<file path="config.mk">
export PLATFORM = sky130hd
export DESIGN_NAME = dec_out_buffer
export DESIGN_NICKNAME = d
export VERILOG_FILES = /design/src/rtl/dec_pkg.sv /design/src/rtl/sync_fifo.sv /design/src/rtl/dec_out_buffer.sv
export SDC_FILE = /design/constraint.sdc
export NUM_CORES = 1
export LEC_CHECK = 0
export BUFFER_PORTS_ARGS = -buffer_cell sky130_fd_sc_hd__clkbuf_2
export CORE_AREA = 2 2 51 65
export DETAILED_ROUTE_END_ITERATION = 12
export DIE_AREA = 0 0 53 67
export GPL_TIMING_DRIVEN = 0
export PLACE_DENSITY = 0.74
export SKIP_LAST_GASP = 1
export SLEW_MARGIN = 40
export SYNTH_ARGS = -nofsm -noshare
export SYNTH_HDL_FRONTEND = slang
export SYNTH_SLANG_ARGS = --single-unit
</file>
<file path="constraint.sdc">
create_clock -name clk -period 2.8 [get_ports clk]
set_input_delay 0.14 -clock clk [delete_from_list [all_inputs] [get_ports clk]]
set_output_delay 0.14 -clock clk [all_outputs]
set_load 0.02 [all_outputs]
</file>
<file path="src/rtl/dec_pkg.sv">
// Shared decoder definitions: decoded word width, codeword width and the
// buffered entry layout used by the encoder, decoder and output buffer.
package dec_pkg;

    localparam int DATA_W = 6;
    localparam int CW_W   = 19;

    typedef struct packed {
        logic [DATA_W-1:0] data;
        logic              corr;
    } dec_entry_t;

endpackage

</file>
<file path="src/rtl/sync_fifo.sv">
// Show-ahead synchronous FIFO of decoder entries; occupancy is tracked
// separately from the wrapping pointers so full and empty are unambiguous.
module sync_fifo
    import dec_pkg::*;
#(
    parameter int DEPTH = 4
) (
    input  logic            clk,
    input  logic            reset,
    input  logic            push,
    input  logic            pop,
    input  logic [DATA_W:0] wr_word,
    output logic            full,
    output logic            empty,
    output logic [DATA_W:0] rd_word
);

    localparam int AW = $clog2(DEPTH);
    localparam int OW = $clog2(DEPTH + 1);

    logic [DATA_W:0] mem [DEPTH];
    logic [AW-1:0]   wr_ptr;
    logic [AW-1:0]   rd_ptr;
    logic [OW-1:0]   occ;

    assign full  = (occ == OW'(DEPTH));
    assign empty = (occ == '0);

    // Storage is never reset; the head is forced to zero whenever nothing is queued.
    assign rd_word = empty ? '0 : mem[rd_ptr];

    always_ff @(posedge clk) begin
        if (push) begin
            mem[wr_ptr] <= wr_word;
        end
    end

    always_ff @(posedge clk) begin
        if (reset) begin
            wr_ptr <= '0;
            rd_ptr <= '0;
            occ    <= '0;
        end else begin
            if (push) begin
                wr_ptr <= wr_ptr + AW'(1);
            end
            if (pop) begin
                rd_ptr <= rd_ptr + AW'(1);
            end
            if (push && !pop) begin
                occ <= occ + OW'(1);
            end else if (pop && !push) begin
                occ <= occ - OW'(1);
            end
        end
    end

endmodule

</file>
<file path="src/rtl/dec_out_buffer.sv">
// Output buffer behind decoder stage 3: FIFO with sticky overflow flag and,
// when ERR_CNT_EN is defined, a saturating corrected-error counter.
module dec_out_buffer
    import dec_pkg::*;
#(
    parameter int DEPTH = 4,
    parameter int CNT_W = 16
) (
    input  logic              clk,
    input  logic              reset,
    input  logic              in_valid,
    input  logic [DATA_W-1:0] in_data,
    input  logic              in_corr,
    output logic              in_ready,
    output logic              out_valid,
    output logic [DATA_W-1:0] out_data,
    output logic              out_corr,
    input  logic              out_ready,
`ifdef ERR_CNT_EN
    output logic [CNT_W-1:0]  err_count,
`endif
    output logic              overflow
);

    dec_entry_t in_entry;
    dec_entry_t head;
    logic       full;
    logic       empty;
    logic       push;
    logic       pop;

    assign in_entry = '{data: in_data, corr: in_corr};
    assign in_ready  = !full;
    assign out_valid = !empty;
    assign push      = in_valid && in_ready && !reset;
    assign pop       = out_valid && out_ready && !reset;
    assign out_data  = head.data;
    assign out_corr  = head.corr;

    sync_fifo #(
        .DEPTH (DEPTH)
    ) u_fifo (
        .clk     (clk),
        .reset   (reset),
        .push    (push),
        .pop     (pop),
        .wr_word (in_entry),
        .full    (full),
        .empty   (empty),
        .rd_word (head)
    );

    // The decoder cannot stall, so a word offered while full is lost for good.
    always_ff @(posedge clk) begin
        if (reset) begin
            overflow <= 1'b0;
        end else if (in_valid && !in_ready) begin
            overflow <= 1'b1;
        end
    end

`ifdef ERR_CNT_EN
    function automatic logic [CNT_W-1:0] sat_inc(input logic [CNT_W-1:0] v);
        return (&v) ? v : v + CNT_W'(1);
    endfunction

    always_ff @(posedge clk) begin
        if (reset) begin
            err_count <= '0;
        end else if (push && in_corr) begin
            err_count <= sat_inc(err_count);
        end
    end
`endif

endmodule

</file>
==> key figures <==
Placed design
  – Gpl congestion: 0.650
  – Buffers on Ports: 20
  – Placed instance area: 1710 um^2
  – Final HPWL DP: between 1.5 and 2 mm

Timing
  – Clock skew: 0.00802 ns
  – Setup TNS: 0 ns
  – Slew @ Worst Pin: between 0.6 and 0.7 ns
  – Final setup fails: 0
  – Tcrit/Tclk final: 78.3%
  – Final Hold Vio Count: 0
  – Fin. max-slew vios: 0
  – Minimum clock period: 2.19 ns
  – Worst hold slack: 0.0108 ns
  – RSZ-0062 raised after global routing: false
  – Fmax: 456 MHz
  – Slew headroom: 55.3%

Floorplanning
  – Die H: 67 um
  – Die width: ~53 um
  – Initial Util: 54.2%
  – Boundary pin count: 21
  – Die area: 3550 um^2
  – Total core area: just under 3000 um^2
  – Row cnt: 22

Detailed routing
  – Vias per std cell: 5.27
  – Routed len/inst: between 10 and 15 um
  – Via count: between 800 and 900
  – Post-route DRC: 0
  – Drt pass-1 iters: 4
  – Final wirelength: 2.37 mm
  – DRT iter0 DRCs: 11
  – DRT antenna net count: 0

GRT
  – GRT Util Overall: 16.3%
  – Largest net degree at the start of global routing: 12
  – Initial antenna violation count: 0
  – Vias in the first global route: a little under 900
  – Global route total overflow: 0
  – First-pass GRT wire length: 3.89 mm

Setup path
  – WS Path Type: reg -> reg
  – Worst path required time: between 3 and 4 ns
  – Crit-path slowest cell: dfxtp_1
  – WP buf/inv: 1
  – Crit path max-delay family: adder cells
  – Worst EP arrival: 2.47 ns
  – Critical path depth in cells: 8
  – Crit path cell chain: o31ai_1, or2_2, ha_1, inv_1, fa_1, xor2_1, or3_1, a21oi_1
  – CP Capture Type: flop
  – Slowest stage delay, CP: about 0.4 ns
  – Critical Path Start Type: flop
  – Worst Reg-to-Reg Cells: 8
  – Crit Path Max Fanout: 5

Pwr
  – Cell Pwr Density: 855 nW/um^2
  – VDD IR max: 473 uV
  – Final Power: between 1.5 and 2 mW
  – Static Leak: 0.650 nW

Clocking
  – Htree depth: 2
  – TritonCTS buffer count: 5
  – CTS tree: built
  – Root buf cell: clkbuf_4
  – Reg clk slew, reported paths: 0.11 ns
  – CTS-repair resized insts: 0
  – Cts-stage hold buffer count: 0
  – Clock latency at the later pin of the worst-skew pair: 0.34 ns
  – Clock Path Buffers: 2
  – Clk sinks: 38
  – Total setup buffers inserted after CTS: 0

Yosys
  – Synthesized area: 1570 um^2
  – Avg Cell Area, Syn: 15.8 um^2
  – Cells after synthesis: 99
  – Synth top area share: 53.6%
  – Post-synthesis register bit count: 38
  – Sequential fraction of the synthesis area: roughly two thirds
  – Synth Net Count: 116
  – Yosys cell types: 23
  – Yosys warns: 0
  – Top cell type by total area after synthesis: edfxtp_1
  – Largest cells by area after synthesis: edfxtp_1 (54%), dfxtp_1 (13%), mux4_2 (10%)

Layout
  – Layout cells sized above 1: roughly 30%
  – Commonest non-fill, non-tap cells in the layout: edfxtp_1 (28), clkbuf_2 (20), dfxtp_1 (10)
  – Final nets: 143
  – Area occupied by registers: approximately 1000 um^2
  – Syn-to-layout area delta: 12.5%
  – Design Area, Final: approximately 1800 um^2
  – Fillers: 231
  – Commonest non-fill, non-tap cell in the layout: edfxtp_1
  – Ant diodes: 0
  – Area of the multi-input gates: 485 um^2

Hold path
  – Worst Hold Depth: 1
  – Min-Delay Path Class: in -> reg

Status
  – Status: complete, no violations

Run
  – Max-cap violations: 0
==> through the flow <==
step	utilization (%)	instances	worst slack (ns)
2_1_floorplan	-	99	0.760
3_3_place_gp	59.3	155	0.684
3_5_place_dp	59.3	155	0.626
4_1_cts	61.0	163	0.591
5_1_grt	61.0	163	0.434
6_report	61.0	163	0.607
==> layout make-up <==
class	instances	area share [%]
inverters	6	1.28
clock buffers	6	2.34
multi-input cells	52	27.5
clock inverters	2	0.497
flip-flops and latches	38	59.0
well taps	36	2.56
plain buffers	3	1.06
repair buffers	20	5.68
==> where the power goes <==
part           internal [mW]  total, mW  leakage (nW)  switching, mW
combinational          0.229      0.531         0.284          0.302
sequential             0.667      0.714         0.336         0.0478
clock                 0.0943      0.261        0.0297          0.167
==> worst paths after layout <==
kind / slack [ns] / from / to
setup / recovery: 0.61 / u_fifo.occ[0] / u_fifo.occ[2]
hold / removal: 0.01 / in_corr / u_fifo.mem[3][0]
setup reg to reg: 0.61 / u_fifo.occ[0] / u_fifo.occ[2]
hold reg to reg: 0.48 / overflow / overflow
==> cell usage after synthesis (all sizes together) <==
library cell	n
a21oi	5
and2	4
buf	1
clkbuf	2
dfxtp	10
edfxtp	28
fa	1
ha	5
inv	6
mux2i	1
mux4	7
nand2	1
nand3b	1
nor2	5
nor2b	7
nor3	2
nor3b	1
o21ai	4
o31ai	1
or2	1
or3	3
xor2	3
==> per-layer routing <==
layer | up-vias | track usage, % | wire length (um)
li1 | 417 | - | -
met4 | 0 | 9.62 | 61
met3 | 8 | 4.04 | 95
met1 | 415 | 19.3 | 1020
met5 | - | 0 | 0
met2 | 19 | 26.4 | 1200
==> cell families (layout without fill, tap and decap cells) <==
group	count (synthesis)	count (layout)	synth area share (%)
AO/OA/AOI/OAI	10	10	3.35
AND/OR/NAND/NOR	25	25	9.98
multiplexers	8	8	10.7
adder cells (fa/ha/maj)	6	6	5.27
XOR/XNOR	3	3	1.68
flip-flops	38	38	66.4
buffers and inverters	9	37	2.63
==> sequential cells by signal, indices dropped and copies added (netlist names), named ones only <==
| register | cells |
|---|---|
| u_fifo.wr_ptr | 2 |
| overflow | 1 |
| u_fifo.mem | 28 |
| u_fifo.rd_ptr | 2 |
| u_fifo.occ | 3 |
Note: power is estimated with default switching activity, not from simulation.
